==> src/rtl/falafel_alloc_fsm.sv <==
// Free-list allocator: walks a singly linked free list through an LSU,
// first-fit allocates a block, splitting off the remainder when it is large enough.
package falafel_alloc_pkg;
  localparam int unsigned DATA_W = 32;

  typedef enum logic [2:0] {
    LSU_NOP                     = 3'd0,
    LSU_LOAD                    = 3'd1,
    LSU_LOCK                    = 3'd2,
    LSU_UNLOCK                  = 3'd3,
    LSU_EDIT_SIZE_AND_NEXT_ADDR = 3'd4,
    LSU_EDIT_NEXT_ADDR          = 3'd5
  } lsu_op_e;

  typedef struct packed {
    logic [DATA_W-1:0] addr;
    logic [DATA_W-1:0] size;
    logic [DATA_W-1:0] next_addr;
  } header_t;

  typedef struct packed {
    logic    val;
    lsu_op_e lsu_op;
    header_t header;
  } header_req_t;

  typedef struct packed {
    logic [DATA_W-1:0] size;
    logic [DATA_W-1:0] next_addr;
  } rsp_header_t;

  typedef struct packed {
    logic        val;
    rsp_header_t header;
  } header_rsp_t;
endpackage

module falafel_alloc_fsm
  import falafel_alloc_pkg::*;
#(
  parameter logic [DATA_W-1:0] FREE_LIST_HEAD_ADDR = 'h10,
  parameter logic [DATA_W-1:0] MIN_BLOCK_SIZE      = 16,
  parameter logic [DATA_W-1:0] MAX_WALK            = 255,
  parameter logic [DATA_W-1:0] LOCK_ID             = 1
) (
  input  logic              clk_i,
  input  logic              rst_i,
  input  logic              alloc_req_val_i,
  output logic              alloc_req_rdy_o,
  input  logic [DATA_W-1:0] alloc_req_size_i,
  output logic              alloc_rsp_val_o,
  input  logic              alloc_rsp_rdy_i,
  output logic [DATA_W-1:0] alloc_rsp_addr_o,
  output logic              alloc_rsp_ok_o,
  output header_req_t       lsu_req_header_o,
  input  logic              lsu_ready_i,
  input  header_rsp_t       lsu_rsp_header_i,
  output logic              lsu_rsp_rdy_o
);

  typedef enum logic [4:0] {
    S_IDLE,
    S_LOCK_ISS,   S_LOCK_WAIT,
    S_HEAD_ISS,   S_HEAD_WAIT,
    S_CURR_ISS,   S_CURR_WAIT,
    S_DECIDE,
    S_REMAIN_ISS, S_REMAIN_WAIT,
    S_ALLOC_ISS,  S_ALLOC_WAIT,
    S_LINK_ISS,   S_LINK_WAIT,
    S_UNLOCK_ISS, S_UNLOCK_WAIT,
    S_RESPOND
  } state_e;

  state_e            state_q, state_d;
  logic [DATA_W-1:0] size_q, size_d;
  logic [DATA_W-1:0] walk_q, walk_d;
  logic [DATA_W-1:0] prev_q, prev_d;
  logic [DATA_W-1:0] curr_q, curr_d;
  logic [DATA_W-1:0] curr_size_q, curr_size_d;
  logic [DATA_W-1:0] curr_next_q, curr_next_d;
  logic [DATA_W-1:0] link_q, link_d;
  logic              fail_q, fail_d;

  always_ff @(posedge clk_i or posedge rst_i) begin
    if (rst_i) begin
      state_q     <= S_IDLE;
      size_q      <= '0;
      walk_q      <= '0;
      prev_q      <= '0;
      curr_q      <= '0;
      curr_size_q <= '0;
      curr_next_q <= '0;
      link_q      <= '0;
      fail_q      <= 1'b0;
    end else begin
      state_q     <= state_d;
      size_q      <= size_d;
      walk_q      <= walk_d;
      prev_q      <= prev_d;
      curr_q      <= curr_d;
      curr_size_q <= curr_size_d;
      curr_next_q <= curr_next_d;
      link_q      <= link_d;
      fail_q      <= fail_d;
    end
  end

  always_comb begin
    state_d          = state_q;
    size_d           = size_q;
    walk_d           = walk_q;
    prev_d           = prev_q;
    curr_d           = curr_q;
    curr_size_d      = curr_size_q;
    curr_next_d      = curr_next_q;
    link_d           = link_q;
    fail_d           = fail_q;
    alloc_req_rdy_o  = 1'b0;
    alloc_rsp_val_o  = 1'b0;
    alloc_rsp_addr_o = '0;
    alloc_rsp_ok_o   = 1'b0;
    lsu_req_header_o = '0;
    lsu_rsp_rdy_o    = 1'b0;

    unique case (state_q)
      S_IDLE: begin
        // Ready is gated by reset so it reads 0 while the async reset is held.
        alloc_req_rdy_o = ~rst_i;
        if (alloc_req_val_i && !rst_i) begin
          size_d = alloc_req_size_i;
          walk_d = '0;
          prev_d = '0;
          curr_d = '0;
          if (alloc_req_size_i == '0) begin
            fail_d  = 1'b1;
            state_d = S_RESPOND;
          end else begin
            fail_d  = 1'b0;
            state_d = S_LOCK_ISS;
          end
        end
      end

      S_LOCK_ISS: begin
        lsu_req_header_o.val         = 1'b1;
        lsu_req_header_o.lsu_op      = LSU_LOCK;
        lsu_req_header_o.header.size = LOCK_ID;
        if (lsu_ready_i) state_d = S_LOCK_WAIT;
      end
      S_LOCK_WAIT: begin
        lsu_rsp_rdy_o = 1'b1;
        if (lsu_rsp_header_i.val) state_d = S_HEAD_ISS;
      end

      S_HEAD_ISS: begin
        lsu_req_header_o.val         = 1'b1;
        lsu_req_header_o.lsu_op      = LSU_LOAD;
        lsu_req_header_o.header.addr = FREE_LIST_HEAD_ADDR;
        if (lsu_ready_i) state_d = S_HEAD_WAIT;
      end
      S_HEAD_WAIT: begin
        lsu_rsp_rdy_o = 1'b1;
        if (lsu_rsp_header_i.val) begin
          prev_d  = FREE_LIST_HEAD_ADDR;
          curr_d  = lsu_rsp_header_i.header.next_addr;
          state_d = S_CURR_ISS;
        end
      end

      // End-of-list / walk-limit check happens here, before any request is driven.
      S_CURR_ISS: begin
        if (curr_q == '0 || walk_q == MAX_WALK) begin
          fail_d  = 1'b1;
          state_d = S_UNLOCK_ISS;
        end else begin
          lsu_req_header_o.val         = 1'b1;
          lsu_req_header_o.lsu_op      = LSU_LOAD;
          lsu_req_header_o.header.addr = curr_q;
          if (lsu_ready_i) begin
            if (walk_q != '1) walk_d = walk_q + 1'b1;
            state_d = S_CURR_WAIT;
          end
        end
      end
      S_CURR_WAIT: begin
        lsu_rsp_rdy_o = 1'b1;
        if (lsu_rsp_header_i.val) begin
          curr_size_d = lsu_rsp_header_i.header.size;
          curr_next_d = lsu_rsp_header_i.header.next_addr;
          state_d     = S_DECIDE;
        end
      end

      S_DECIDE: begin
        if (curr_size_q < size_q) begin
          prev_d  = curr_q;
          curr_d  = curr_next_q;
          state_d = S_CURR_ISS;
        end else if ((curr_size_q - size_q) >= MIN_BLOCK_SIZE) begin
          state_d = S_REMAIN_ISS;
        end else begin
          link_d  = curr_next_q;
          state_d = S_LINK_ISS;
        end
      end

      S_REMAIN_ISS: begin
        lsu_req_header_o.val              = 1'b1;
        lsu_req_header_o.lsu_op           = LSU_EDIT_SIZE_AND_NEXT_ADDR;
        lsu_req_header_o.header.addr      = curr_q + size_q;
        lsu_req_header_o.header.size      = curr_size_q - size_q;
        lsu_req_header_o.header.next_addr = curr_next_q;
        if (lsu_ready_i) state_d = S_REMAIN_WAIT;
      end
      S_REMAIN_WAIT: begin
        lsu_rsp_rdy_o = 1'b1;
        if (lsu_rsp_header_i.val) state_d = S_ALLOC_ISS;
      end

      S_ALLOC_ISS: begin
        lsu_req_header_o.val         = 1'b1;
        lsu_req_header_o.lsu_op      = LSU_EDIT_SIZE_AND_NEXT_ADDR;
        lsu_req_header_o.header.addr = curr_q;
        lsu_req_header_o.header.size = size_q;
        if (lsu_ready_i) state_d = S_ALLOC_WAIT;
      end
      S_ALLOC_WAIT: begin
        lsu_rsp_rdy_o = 1'b1;
        if (lsu_rsp_header_i.val) begin
          link_d  = curr_q + size_q;
          state_d = S_LINK_ISS;
        end
      end

      S_LINK_ISS: begin
        lsu_req_header_o.val              = 1'b1;
        lsu_req_header_o.lsu_op           = LSU_EDIT_NEXT_ADDR;
        lsu_req_header_o.header.addr      = prev_q;
        lsu_req_header_o.header.next_addr = link_q;
        if (lsu_ready_i) state_d = S_LINK_WAIT;
      end
      S_LINK_WAIT: begin
        lsu_rsp_rdy_o = 1'b1;
        if (lsu_rsp_header_i.val) state_d = S_UNLOCK_ISS;
      end

      S_UNLOCK_ISS: begin
        lsu_req_header_o.val    = 1'b1;
        lsu_req_header_o.lsu_op = LSU_UNLOCK;
        if (lsu_ready_i) state_d = S_UNLOCK_WAIT;
      end
      S_UNLOCK_WAIT: begin
        lsu_rsp_rdy_o = 1'b1;
        if (lsu_rsp_header_i.val) state_d = S_RESPOND;
      end

      S_RESPOND: begin
        alloc_rsp_val_o  = 1'b1;
        alloc_rsp_addr_o = fail_q ? '0 : curr_q;
        alloc_rsp_ok_o   = ~fail_q;
        if (alloc_rsp_rdy_i) state_d = S_IDLE;
      end

      default: state_d = S_IDLE;
    endcase
  end

endmodule

==> config.mk <==
export PLATFORM = sky130hd
export DESIGN_NAME = falafel_alloc_fsm
export DESIGN_NICKNAME = d
export VERILOG_FILES = /design/src/rtl/falafel_alloc_fsm.sv
export SDC_FILE = /design/constraint.sdc
export NUM_CORES = 1
export LEC_CHECK = 0
export BUFFER_PORTS_ARGS = -buffer_cell sky130_fd_sc_hd__buf_2
export CAP_MARGIN = 20
export CORE_UTILIZATION = 45
export CTS_BUF_LIST = sky130_fd_sc_hd__clkbuf_16
export CTS_CLUSTER_DIAMETER = 120
export DETAILED_ROUTE_END_ITERATION = 16
export PLACE_DENSITY = 0.66
export SETUP_SLACK_MARGIN = 0.2
export SLEW_MARGIN = 20
export SYNTH_ARGS = -nofsm -noshare
export SYNTH_HDL_FRONTEND = slang
export SYNTH_SLANG_ARGS = --single-unit
==> constraint.sdc <==
create_clock -name clk_i -period 7.3 [get_ports clk_i]
set_input_delay 0.365 -clock clk_i [delete_from_list [all_inputs] [get_ports clk_i]]
set_output_delay 0.365 -clock clk_i [all_outputs]
set_load 0.005 [all_outputs]
# Word level (Yosys, flattened, before mapping)
# Index checks and enable logic that the tools add are counted.
# Widths: inputs -> output; s select.
totals:
  ff_bits: 230
  in_bits: 102
  output_inout_bits: 136
  wordCells: 126
op_classes:
  add_sub_neg: 3
  order_cmp: 2
  eq_ne: 41
  muxes: 51
  n_bitwise: 2
  reduce_logical: 18
op_table:
  columns: ["cell", "count"]
  rows:
  - ["$mux 32", 13]
  - ["$pmux 32 s3", 3]
  - ["$pmux 32 s2", 3]
  - ["$pmux 32 s5", 1]
  - ["$mux 5", 18]
  - ["$pmux 5 s17", 1]
  - ["$logic_not 32->1", 2]
  - ["$ne 2x2->1 const B", 22]
  - ["$eq 5x4->1 const B", 8]
  - ["$mux 36", 1]
  - ["$add 32x1->32 const B", 1]
  - ["$add 32x32->32", 1]
  - ["$eq 32x8->1 const B", 1]
  - ["$ge 32x5->1 const B", 1]
  - ["$lt 32x32->1", 1]
  - ["$ne 32x32->1 const B", 1]
  - ["$sub 32x32->32", 1]
  - ["$pmux 4 s6", 1]
  - ["$eq 5x3->1 const B", 4]
  - ["$reduce_and 16->1", 1]
  - ["$eq 5x2->1 const B", 2]
  - ["$reduce_and 4->1", 2]
  - ["$mux 1", 7]
  - ["$reduce_or 7->1", 1]
  - ["other kinds (17)", 20]

# Depth between registers and ports, before layout
depth:
  depth_word: 5
  depth_mapped: 16
  mapped_depth_nobuf: 14

# Worst setup path before layout
# No wires, ideal clock.
synth_path:
  path_kind: "input to register"
  start: "input rst_i"
  end: "register walk_q[31]"
  setup_ns: 0.132
  t_arrival_ns: 7.378
  required_ns: 7.168
  setup_slack_ns: -0.210
  path_stages: 11
  path_buffers: 1
  cell_sequence: "inv_1 -> nand2_1 -> nor2_2 -> a31oi_2 -> nor3_2 -> and2_1 -> clkbuf_1 -> and4_1 -> nand3_1 -> xor2_1 -> nor2_1"
synth_via:
  elab_chain_cells: 4
synth_lines:
  columns: ["element", "line_no", "text"]
  rows:
  - ["start, declared", "47", "input logic rst_i,"]
  - ["$logic_not 1->1", "129", "if (alloc_req_val_i && !rst_i) begin"]
  - ["$logic_and 1x1->1", "129", null]
  - ["$ne 2x2->1 (no line)", null, null]
  - ["$reduce_and 5->1 (no line)", null, null]
  - ["end signal, assigned", "98", "walk_q <= walk_d;"]
  - ["end, declared", "76", "logic [DATA_W-1:0] walk_q, walk_d;"]
# Every way passes these cells.
# A chain may end at the register's enable or synchronous reset.

==> reports/metrics.json <==
{
  "min-delay-path-class": {"value": "input pin to flip-flop"},
  "power_switching": {"value": 4.59, "unit": "mW"},
  "clock.fmax": {"value": 190, "unit": "MHz"},
  "placement.cell_area": {"value": 16400, "unit": "sq um"},
  "ys_async_sr_fraction": {"value": 100, "unit": "%"},
  "max_incr_delay_on_cp": {"value": 680, "unit": "ps"},
  "gp_routability_congestion": {"value": 0.935},
  "totalWireLength": {"value": 49800, "unit": "um"},
  "routed_wire_length_per_instance": {"value": 21.7, "unit": "um"},
  "core_area": {"value": 32500, "unit": "sq um"},
  "routed_vias_inst": {"value": 6.02},
  "clk_root_buffer_cell": {"value": "sky130_fd_sc_hd__clkbuf_16"},
  "clkSinkCount": {"value": 230},
  "drive_gt1_share": {"value": 23.1, "unit": "%"},
  "power_after_layout": {"value": 9.38, "unit": "mW"},
  "avgSynthCellArea": {"value": 9.10, "unit": "sq um"},
  "gr-usage-all-layers": {"value": 29.1, "unit": "%"},
  "timing.final.setup_violations": {"value": 0},
  "hold_depth": {"value": 3},
  "worst_setup_path_end_kind": {"value": "output port"},
  "synth.top_cell.area_share": {"value": 38.8, "unit": "%"},
  "drt_pre_antenna_iters": {"value": 6},
  "setup.worst_path.class": {"value": "flip-flop to output port"},
  "placed_cells_incl_taps": {"value": 2238},
  "clkLatencyLatePin": {"value": 560, "unit": "ps"},
  "drt-initial-drc-count": {"value": 1279},
  "finished_layout_cell_area": {"value": 17300, "unit": "sq um"},
  "maxSlewViolCount": {"value": 0},
  "cellInternalPower": {"value": 4.79, "unit": "mW"},
  "netlist_area": {"value": 14800, "unit": "sq um"},
  "synth_cell_types": {"value": 70},
  "hold-path-endpoint": {"value": "curr_size_q[1]$_DFFE_PP0P_"},
  "start_util": {"value": 45.7, "unit": "%"},
  "num-nets-final": {"value": 1995},
  "fillers": {"value": 3053},
  "number_of_nets_produced_by_synthesis": {"value": 1798},
  "period_share": {"value": 72.2, "unit": "%"},
  "antenna-diode-count": {"value": 0},
  "clkPwrFrac": {"value": 14.6, "unit": "%"},
  "power-per-cell-area": {"value": 542, "unit": "nW/um^2"},
  "timing.rr.start": {"value": "size_q[1]$_DFFE_PP0P_"},
  "cts.htree.levels": {"value": 1},
  "grt_remaining_overflow": {"value": 0},
  "placementRows": {"value": 66},
  "top_level_ports": {"value": 238},
  "tns": {"value": 0, "unit": "ps"},
  "holdWs": {"value": 34.6, "unit": "ps"},
  "grt_pass1_vias": {"value": 13100},
  "timing.critical_path.fanout_max": {"value": 6},
  "utilization": {"value": 53.3, "unit": "%"},
  "ranking_of_synthesized_cells_by_area": {"value": "sky130_fd_sc_hd__dfrtp_1 39%, sky130_fd_sc_hd__mux2_2 5.8%, sky130_fd_sc_hd__ha_1 5.4%"},
  "setup.reg_to_reg.worst_slack": {"value": 2210, "unit": "ps"},
  "initial_antenna_violation_count": {"value": 1},
  "unrepaired_setup_endpoints_after_global_routing": {"value": "no"},
  "synth_top_area_cell": {"value": "sky130_fd_sc_hd__dfrtp_1"},
  "cp_data_required_time": {"value": 6930, "unit": "ps"},
  "ant_nets_after_route": {"value": 0},
  "place.detailed.hpwl": {"value": 35700, "unit": "um"},
  "synth_sequential_area_ratio": {"value": 38.8, "unit": "%"},
  "r2r_cells": {"value": 14},
  "critical_path_startpoint_category": {"value": "flip-flop"},
  "syn-instance-count": {"value": 1630},
  "design.die.area": {"value": 33700, "unit": "sq um"},
  "fin_ws": {"value": 2030, "unit": "ps"},
  "number_of_gates_resized_after_cts": {"value": 0},
  "cap_violations": {"value": 0},
  "crit-reg2reg-capture": {"value": "link_q[30]$_DFFE_PP0P_"},
  "maxSlewHeadroom": {"value": 24.9, "unit": "%"},
  "grt_max_degree": {"value": 95},
  "ys.warnings.count": {"value": 0},
  "crit_path_frequent_cell": {"value": "sky130_fd_sc_hd__o31ai_1"},
  "clock_skew": {"value": 18.8, "unit": "ps"},
  "drc": {"value": 0},
  "power.share.switching": {"value": 49.0, "unit": "%"},
  "peakVddDrop": {"value": 257, "unit": "uV"},
  "synth_seq_cells": {"value": 230},
  "p_seq_share": {"value": 26.5, "unit": "%"},
  "cp.arrival": {"value": 4910, "unit": "ps"},
  "cts_buffers": {"value": 28},
  "num_vias": {"value": 13800},
  "crit_slowest_cell": {"value": "sky130_fd_sc_hd__a221oi_1"},
  "mostFrequentLayoutCell": {"value": "sky130_fd_sc_hd__buf_2"},
  "max-clock-path-buffers": {"value": 3},
  "power.leakage": {"value": 8.33, "unit": "nW"},
  "status": {"value": "completed"},
  "worst_hold_startpoint": {"value": "lsu_rsp_header_i[33]"},
  "timing.final.hold_violations": {"value": 0},
  "cts_tree": {"value": "built"},
  "io_buffer_count": {"value": 237},
  "period_needed": {"value": 5270, "unit": "ps"},
  "die_y": {"value": 184, "unit": "um"},
  "power_frac_comb": {"value": 58.9, "unit": "%"},
  "final-instance-count-excl-fill": {"value": 2290},
  "grt_first_pass_wirelength": {"value": 76000, "unit": "um"},
  "pre_cts_ws": {"value": 2290, "unit": "ps"},
  "clk_transition_reported_paths": {"value": 60, "unit": "ps"},
  "number_of_enable_flip_flop_cells_after_synthesis": {"value": 0},
  "die_x": {"value": 184, "unit": "um"},
  "area_growth_syn_to_layout": {"value": 16.7, "unit": "%"},
  "synthFlopType": {"value": "sky130_fd_sc_hd__dfrtp_1"},
  "critical_path.cell_chain": {"value": "ha_1 > fa_1 > a21o_1 > a221oi_1 > o31ai_1 > a211oi_1 > a21boi_0 > a21oi_1 > o31ai_1 > a31oi_1 > xnor2_1 > a222oi_1 > inv_1 > buf_2"},
  "final_cell_mix": {"value": "237 x sky130_fd_sc_hd__buf_2, 230 x sky130_fd_sc_hd__dfrtp_1, 156 x sky130_fd_sc_hd__o21ai_0"},
  "tightestPinTransition": {"value": 1120, "unit": "ps"}
}
## metal layers
| metal | vias to the layer above | GRT usage (%) | share of wire (%) |
|---|---|---|---|
| met4 | 2 | 8.90 | 2.8 |
| met2 | 657 | 44.2 | 43 |
| li1 | 6306 | - | - |
| met3 | 83 | 3.98 | 8.1 |
| met5 | - | 0 | 0.028 |
| met1 | 6734 | 42.9 | 46 |
## power groups by stage
stage / Combinational, mW / Sequential (mW) / Clock, mW
floorplan: 3.99 / 2.16 / 0
global placement: 5.36 / 2.46 / 0
detailed placement: 5.40 / 2.47 / 0
CTS: 5.44 / 2.46 / 1.39
global route: 6.02 / 2.55 / 1.44
finish: 5.52 / 2.49 / 1.37
## layout make-up
| class | instances | area, sq um | area share, % |
|---|---|---|---|
| multi-input combinational | 1245 | 8520 | 49.2 |
| clock inverter | 23 | 195 | 1.13 |
| timing repair buffer | 257 | 1340 | 7.74 |
| sequential | 230 | 5760 | 33.3 |
| tap | 442 | 553 | 3.20 |
| inverter | 65 | 248 | 1.43 |
| clock buffer | 28 | 701 | 4.05 |
## worst max-delay path: cells and delay by family, from the launching register on
family	cells	cell delay (ps)
AOI/OAI and AO/OA	9	2750
adders and majority gates	2	690
DFF	1	460
buffers and inverters	2	290
xor gates and xnor gates	1	150
## Yosys cell counts (16+ instances only)
library cell               number
sky130_fd_sc_hd__xor2_1        47
sky130_fd_sc_hd__dfrtp_1      230
sky130_fd_sc_hd__nand3_1       31
sky130_fd_sc_hd__nor4_1        27
sky130_fd_sc_hd__a22o_1        77
sky130_fd_sc_hd__nand4_1       22
sky130_fd_sc_hd__mux2_4        29
sky130_fd_sc_hd__clkbuf_1      83
sky130_fd_sc_hd__o21ai_0      156
sky130_fd_sc_hd__inv_1         64
sky130_fd_sc_hd__xnor2_1       44
sky130_fd_sc_hd__and3_1        16
sky130_fd_sc_hd__a21oi_1      136
sky130_fd_sc_hd__nor2_1       126
sky130_fd_sc_hd__and2_1        41
sky130_fd_sc_hd__nand2b_1      16
sky130_fd_sc_hd__nand2_1      149
sky130_fd_sc_hd__ha_1          64
sky130_fd_sc_hd__a21o_1        18
sky130_fd_sc_hd__mux2_2        77
## sequential cells by signal (all words and copies together) (netlist names)
name         flops
curr_next_q     32
curr_q          32
curr_size_q     32
fail_q           1
link_q          32
prev_q          32
size_q          32
state_q          5
walk_q          32
## kinds of logic (layout without fill, tap and decap cells)
logic type,count (synthesis),after routing,share of synthesized area (%)
AOI/OAI and AO/OA,498,498,21.5
xor gates and xnor gates,91,91,5.37
adders and majority gates,66,66,5.67
buffers and inverters,155,373,4.10
DFF,230,230,38.8
muxes,111,111,9.12
and+or+nand+nor,479,479,15.4
## what timing repair did
| action | in CTS | in global routing |
|---|---|---|
| hold buffers | 1 | 0 |
| buffers inserted | 0 | 0 |
| endpoints found under the hold margin | 21 | 0 |
## worst max path at each step
stage | cells past startpoint | startpoint | slack (ps) | to
after floorplan | 11 | rst_i | 1660 | walk_q[31]$_DFFE_PP0P_
after global placement | 14 | size_q[1]$_DFFE_PP0P_ | 2350 | link_q[30]$_DFFE_PP0P_
after detailed placement | 14 | size_q[1]$_DFFE_PP0P_ | 2290 | link_q[30]$_DFFE_PP0P_
after CTS | 14 | curr_q[0]$_DFFE_PP0P_ | 2100 | lsu_req_header_o[94]
after global routing | 14 | curr_q[0]$_DFFE_PP0P_ | 1790 | lsu_req_header_o[94]
final | 14 | curr_q[0]$_DFFE_PP0P_ | 2030 | lsu_req_header_o[94]
Note: power is estimated with default switching activity, not from simulation.
